$ cat config.mk
export PLATFORM = sky130hd
export DESIGN_NAME = seg_scan_display_flat
export DESIGN_NICKNAME = d
export VERILOG_FILES = /design/src/rtl/seg_scan_display_if.sv /design/src/rtl/seg_scan_display.sv /design/src/flat_wrapper.sv
export SDC_FILE = /design/constraint.sdc
export NUM_CORES = 1
export LEC_CHECK = 0
export BUFFER_PORTS_ARGS = -buffer_cell sky130_fd_sc_hd__buf_2
export CORE_UTILIZATION = 50
export DETAILED_ROUTE_END_ITERATION = 10
export PLACE_DENSITY = 0.79
export SYNTH_ARGS = -nofsm -noshare
export SYNTH_HDL_FRONTEND = slang
export SYNTH_SLANG_ARGS = --single-unit
$ cat constraint.sdc
create_clock -name i_clk -period 5.1 [get_ports i_clk]
set_input_delay 0.51 -clock i_clk [delete_from_list [all_inputs] [get_ports i_clk]]
set_output_delay 0.51 -clock i_clk [all_outputs]
set_load 0.01 [all_outputs]
$ cat src/rtl/seg_scan_display_if.sv
// seg_scan_display_if
//   Bundles the display driver's data inputs and segment outputs.
//   master : the producer side (clock/time-setting block or testbench)
//            drives en/data/blink_mask and observes the segment buses.
//   slave  : the display driver itself.
//   Signals:
//     en          1 = display on, 0 = all outputs blanked
//     data        32-bit packed digit nibbles, data[31:28] = pos 7
//     blink_mask  bit p = 1 -> digit at pos p blinks
//     seg_data    left group segments (pos 7..4), {a..g,dp}
//     seg_data2   right group segments (pos 3..0), {a..g,dp}
//     seg_cs      digit enables, bit p = pos p
interface seg_scan_display_if;
    logic        en;
    logic [31:0] data;
    logic [7:0]  blink_mask;
    logic [7:0]  seg_data;
    logic [7:0]  seg_data2;
    logic [7:0]  seg_cs;

    modport master (output en, data, blink_mask,
                    input  seg_data, seg_data2, seg_cs);
    modport slave  (input  en, data, blink_mask,
                    output seg_data, seg_data2, seg_cs);
endinterface

$ cat src/rtl/seg_scan_display.sv
// seg_scan_display
//   Time-multiplexed driver for an 8-digit, two-bus 7-segment display.
//   Four slots per frame; slot k lights pos 7-k on seg_data and pos 3-k on
//   seg_data2. The digit word and blink mask are latched once per frame so
//   a frame never mixes old and new digits.
//   Ports:
//     i_clk   system clock
//     i_rst   asynchronous, active-low reset
//     bus     seg_scan_display_if.slave (en, data, blink_mask in;
//             seg_data, seg_data2, seg_cs out; all outputs registered)
module seg_scan_display #(
    parameter int SCAN_DIV  = 100_000,
    parameter int BLINK_DIV = 25_000_000
) (
    input  logic               i_clk,
    input  logic               i_rst,
    seg_scan_display_if.slave  bus
);
    localparam int SCW = (SCAN_DIV  > 1) ? $clog2(SCAN_DIV)  : 1;
    localparam int BKW = (BLINK_DIV > 1) ? $clog2(BLINK_DIV) : 1;
    localparam logic [SCW-1:0] SCAN_LAST  = SCW'(SCAN_DIV - 1);
    localparam logic [BKW-1:0] BLINK_LAST = BKW'(BLINK_DIV - 1);

    logic [SCW-1:0] r_scan_cnt;
    logic [BKW-1:0] r_blink_cnt;
    logic [1:0]     r_idx;
    logic           r_phase;
    logic [31:0]    r_shadow;
    logic [7:0]     r_mask_sh;
    logic [7:0]     r_seg_data;
    logic [7:0]     r_seg_data2;
    logic [7:0]     r_seg_cs;

    logic           w_tick;
    logic           w_blink_tc;
    logic [2:0]     w_pos_l;
    logic [2:0]     w_pos_r;
    logic [7:0]     w_cs;
    logic [7:0]     w_seg_l;
    logic [7:0]     w_seg_r;

    // Segment encoding {a,b,c,d,e,f,g,dp}; A..E blank, F is a dash.
    function automatic logic [7:0] dec(input logic [3:0] n);
        case (n)
            4'h0:    dec = 8'hFC;
            4'h1:    dec = 8'h60;
            4'h2:    dec = 8'hDA;
            4'h3:    dec = 8'hF2;
            4'h4:    dec = 8'h66;
            4'h5:    dec = 8'hB6;
            4'h6:    dec = 8'hBE;
            4'h7:    dec = 8'hE0;
            4'h8:    dec = 8'hFE;
            4'h9:    dec = 8'hF6;
            4'hF:    dec = 8'h02;
            default: dec = 8'h00;
        endcase
    endfunction

    assign w_tick     = (r_scan_cnt  == SCAN_LAST);
    assign w_blink_tc = (r_blink_cnt == BLINK_LAST);

    // 3-k over two bits is just ~k; the left group sits 4 positions higher.
    assign w_pos_r = {1'b0, ~r_idx};
    assign w_pos_l = {1'b1, ~r_idx};

    always_comb begin
        w_cs    = (8'h01 << w_pos_l) | (8'h01 << w_pos_r);
        w_seg_l = dec(r_shadow[{w_pos_l, 2'b00} +: 4]);
        w_seg_r = dec(r_shadow[{w_pos_r, 2'b00} +: 4]);
        // Blanked digits keep their enable; only the segments go dark.
        if (r_phase && r_mask_sh[w_pos_l]) w_seg_l = 8'h00;
        if (r_phase && r_mask_sh[w_pos_r]) w_seg_r = 8'h00;
    end

    always_ff @(posedge i_clk or negedge i_rst) begin
        if (!i_rst) begin
            r_scan_cnt  <= '0;
            r_blink_cnt <= '0;
            r_idx       <= 2'd0;
            r_phase     <= 1'b0;
            r_shadow    <= 32'hFFFF_FFFF;
            r_mask_sh   <= 8'h00;
            r_seg_data  <= 8'h00;
            r_seg_data2 <= 8'h00;
            r_seg_cs    <= 8'h00;
        end else begin
            r_scan_cnt <= w_tick ? '0 : r_scan_cnt + SCW'(1);
            if (w_tick) begin
                r_idx <= r_idx + 2'd1;
                // Latch on the last slot's tick so slot 0 of the new frame
                // already shows the new word.
                if (r_idx == 2'd3) begin
                    r_shadow  <= bus.data;
                    r_mask_sh <= bus.blink_mask;
                end
            end

            r_blink_cnt <= w_blink_tc ? '0 : r_blink_cnt + BKW'(1);
            if (w_blink_tc) r_phase <= ~r_phase;

            // Output stage sees the state settled at the previous edge,
            // giving one cycle of latency after any slot/phase change.
            if (bus.en) begin
                r_seg_cs    <= w_cs;
                r_seg_data  <= w_seg_l;
                r_seg_data2 <= w_seg_r;
            end else begin
                r_seg_cs    <= 8'h00;
                r_seg_data  <= 8'h00;
                r_seg_data2 <= 8'h00;
            end
        end
    end

    assign bus.seg_data  = r_seg_data;
    assign bus.seg_data2 = r_seg_data2;
    assign bus.seg_cs    = r_seg_cs;
endmodule

$ cat src/flat_wrapper.sv
// flat-port wrapper written by rule: the top's interface ports become plain ports
module seg_scan_display_flat 
#(
    parameter int SCAN_DIV  = 100_000,
    parameter int BLINK_DIV = 25_000_000
)
  (i_clk, i_rst, bus_en, bus_data, bus_blink_mask, bus_seg_data, bus_seg_data2, bus_seg_cs);
  seg_scan_display_if bus_i ();
  input  logic i_clk;
  input  logic i_rst;
  input wire logic [$bits(bus_i.en)-1:0] bus_en;
  input wire logic [$bits(bus_i.data)-1:0] bus_data;
  input wire logic [$bits(bus_i.blink_mask)-1:0] bus_blink_mask;
  output wire logic [$bits(bus_i.seg_data)-1:0] bus_seg_data;
  output wire logic [$bits(bus_i.seg_data2)-1:0] bus_seg_data2;
  output wire logic [$bits(bus_i.seg_cs)-1:0] bus_seg_cs;
  assign bus_i.en = bus_en;
  assign bus_i.data = bus_data;
  assign bus_i.blink_mask = bus_blink_mask;
  assign bus_seg_data = bus_i.seg_data;
  assign bus_seg_data2 = bus_i.seg_data2;
  assign bus_seg_cs = bus_i.seg_cs;
  seg_scan_display #(.SCAN_DIV(SCAN_DIV), .BLINK_DIV(BLINK_DIV)) u_core (.i_clk(i_clk), .i_rst(i_rst), .bus(bus_i));
endmodule
==> summary.md <==
| Metric | Value |
|---|---|
| Critical path's slowest cell | nand3_4 |
| Synthesized area | just over 5000 um2 |
| R2r setup slk | 2520 ps |
| Clock power share | between 30% and 40% |
| Global placement routability congestion | approximately 0.84 |
| Core Util, Final | around 58% |
| Worst Setup Start Kind | flop |
| Final period util | ~51% |
| Max-Cap Viols | 0 |
| Cts bufs inserted | 9 |
| GRT Total Usage | roughly 19% |
| Hold WS | 116 ps |
| Fin crit period | around 2600 ps |
| CP peak stage delay | roughly 630 ps |
| R2R depth | 4 |
| Syn Area/Cell | ~13 um2 |
| First-pass GRT wire length | roughly 16 mm |
| Clk Latency, worst-skew pair | between 300 and 400 ps |
| Vias per inst | about 5.4 |
| Clock Sinks | between 100 and 150 |
| Total negative setup slack | 0 ps |
| Final #Nets | between 500 and 600 |
| Total core area | 9910 um2 |
| RSZ-0062 raised after global routing | no |
| Final worst slack | between 2000 and 3000 ps |
| Worst Path Arrival | around 2800 ps |
| Final setup fails | 0 |
| Final instance area | 5750 um2 |
| # DRC | 0 |
| I/O Buffers | 64 |
| Largest fanout on the critical path | 40 |
| Pre-CTS setup slack | around 2500 ps |
| DP HPWL | between 6 and 7 mm |
| Via Count | approximately 3300 |
| Worst r2r dst | u_core.r_mask_sh[7] |
| Vias in the first global route | roughly 3300 |
| DRT Pass-1 Iters | 4 |
| Seq/Total Area, Yosys | around half |
| Psw | 0.338 mW |
| TritonCTS clock tree | done |
| CP cell instances | or4b_1 -> nor3_4 -> nand3_4 -> mux2_4 |
| WL/cell | 15.8 um |
| Final Max Tran Viols | 0 |
| Max IR drop VDD | approximately 0.22 mV |
| Max_slew headroom | 37.4% |
| Fraction of registers with async set/reset | 100% |
| Synth Register Bits | a little over 100 |
| Worst min-delay path class | input port to asynchronous set/reset pin |
| Fill cells | roughly 800 |
| H-Tree Depth | 3 |
| Reg2Reg Launch Point | u_core.r_scan_cnt[6] |
| Post-CTS setup buffers | 0 |
| GR Overflow Total | 0 |
| Syn-to-layout area delta | 10.9% |
| Crit. Startpoint | u_core.r_scan_cnt[6] |
| Synth warnings | 0 |
| Unique cell type count in the Yosys netlist | 48 |
| Initial antenna violation count | 0 |
| Int Power | 1.14 mW |
| Initial core utilization | between 50% and 60% |
| ANT cells | 0 |
| Worst clock skew | between 8 and 9 ps |
| DRT iter0 DRCs | around 120 |
| Crit end category | flop |
| Least-Margin Pin Slew | slightly above 900 ps |
| Outcome | completed |
| Share of layout cells above drive strength 1 | between 30% and 40% |
| Die Y | between 100 and 150 um |
| Antenna Nets Post-Route | 0 |
| Die Wd | 104 um |
| Io pins | 67 |
| Clk slew on worst S/H paths | around 90 ps |
| Hold Buf Count CTS | 0 |
| Combinational share of power | about 7.6% |
| Pin count of the biggest net entering global routing | 59 |
| Top_reg_cell synth | dfrtp_1 |
| Final wirelength | between 9 and 10 mm |
| Rows | 36 |
| Post-Place Cell Area | approximately 5600 um2 |
| Root buffer cell | clkbuf_8 |
| Clock buffer depth | 2 |
| Post-CTS sizing | 0 |
| Post-synth EDFFs | 0 |
| Worst EP required | 5360 ps |
| P per Cell Area | 257 nW/um2 |
| F_max | between 300 and 400 MHz |
| Pleak | 2.74 nW |
| Final Hold Viols | 0 |
| Setup CP Type | flop to flop |
| Post-Synthesis Cells | a little over 400 |
| Die area | ~11000 um2 |
| Switching fraction of total power | approximately 23% |
| Reg power frac | around three fifths |
-- metal layers --
metal | global-route usage, % | vias to the layer above | wire (um)
met2 | 31.9 | 54 | 4700
li1 | - | 1554 | -
met5 | 0 | - | 0
met4 | 5.51 | 0 | 111
met1 | 25.7 | 1640 | 4500
met3 | 4.41 | 8 | 310
-- worst max-delay path, delay by kind of cell, from the launching register on --
family           cells  cell delay [ps]
DFF                  1              450
muxes                1              530
and+or+nand+nor      3             1480
-- how the worst max path moves through the flow --
stage          slack [ps]  depth (start not counted)                       to
2_1_floorplan        3050                          5  u_core.bus.seg_data2[1]
3_3_place_gp         2610                          4      u_core.r_mask_sh[4]
3_5_place_dp         2540                          4      u_core.r_mask_sh[7]
4_1_cts              2510                          4      u_core.r_mask_sh[7]
5_1_grt              2330                          5      u_core.r_mask_sh[5]
6_report             2520                          4      u_core.r_mask_sh[7]
-- layout by cell type (no fill, tap or decap), types with 2 or more instances in the layout --
cell,n
a21o_1,2
a21oi_1,13
a31oi_1,3
and2_1,5
and3_1,2
and4_1,5
and4_2,2
buf_2,63
buf_4,2
clkbuf_8,11
clkinv_2,3
conb_1,2
dfrtp_1,71
dfstp_2,32
ha_1,18
inv_1,18
mux2_4,40
mux2i_1,14
mux4_2,10
nand2_1,19
nand2b_1,2
nand3_1,16
nand4_1,16
nor2_1,26
nor2b_1,2
nor3_1,6
nor4_1,2
nor4b_1,2
o21ai_0,14
or2_2,2
or3_1,3
xnor2_1,19
xor2_1,13
-- Yosys cell counts (all sizes together), types with 3 or more instances --
cell type   n  area [um2]
dfrtp      71        1780
xor2       13         114
nor4        3        25.0
and4        7        63.8
ha         18         225
nand3      17        97.6
a31oi       3        18.8
nand4      16         100
nor2       26        97.6
dfstp      32         841
inv        18        67.6
clkbuf      5        18.8
or3         3        18.8
and2        7        45.1
nor3        7        46.3
mux2       41         612
mux2i      14         140
xnor2      19         166
a21oi      13        65.1
o21ai      14        70.1
buf        14         111
mux4       10         225
nand2      19        71.3
-- power groups by stage --
| stage | Sequential [mW] | Combinational, mW | Clock (mW) |
|---|---|---|---|
| floorplan | 0.878 | 0.0588 | 0 |
| global placement | 0.876 | 0.110 | 0 |
| detailed placement | 0.878 | 0.114 | 0 |
| CTS | 0.863 | 0.114 | 0.512 |
| global route | 0.865 | 0.126 | 0.543 |
| finish | 0.863 | 0.113 | 0.501 |
-- kinds of logic after synthesis --
kind of cell	after synthesis	share of synthesized area [%]
simple gates	118	12.8
other cells	1	0.0724
compound gates	37	4.13
buf+inv	37	3.82
xor+xnor	32	5.41
flops	103	50.5
mux	65	18.9
fa+ha+maj	18	4.35
-- flip-flops by register name, summed over array words and instances, names as in the netlist --
name,cells
u_core.r_shadow,32
u_core.r_blink_cnt,25
u_core.r_scan_cnt,17
u_core.r_mask_sh,8
u_core.bus.seg_data2,7
u_core.bus.seg_data,7
u_core.bus.seg_cs,4
u_core.r_idx,2
u_core.r_phase,1
-- through the flow --
| stage | power, mW | instances |
|---|---|---|
| 2_1_floorplan | 0.937 | 412 |
| 3_3_place_gp | 0.986 | 591 |
| 3_5_place_dp | 0.991 | 591 |
| 4_1_cts | 1.49 | 607 |
| 5_1_grt | 1.53 | 607 |
| 6_report | 1.48 | 607 |
-- area by class of cell --
| class | instances | area, um2 | area share, % |
|---|---|---|---|
| Clock buffer | 13 | 180 | 3.14 |
| Tap cell | 133 | 166 | 2.90 |
| Sequential cell | 103 | 2620 | 45.6 |
| Timing Repair Buffer | 65 | 330 | 5.75 |
| Clock inverter | 3 | 15.0 | 0.261 |
| Multi-Input combinational cell | 272 | 2370 | 41.2 |
| Inverter | 18 | 67.6 | 1.18 |
No activity file was read; power rests on OpenSTA's default activity.
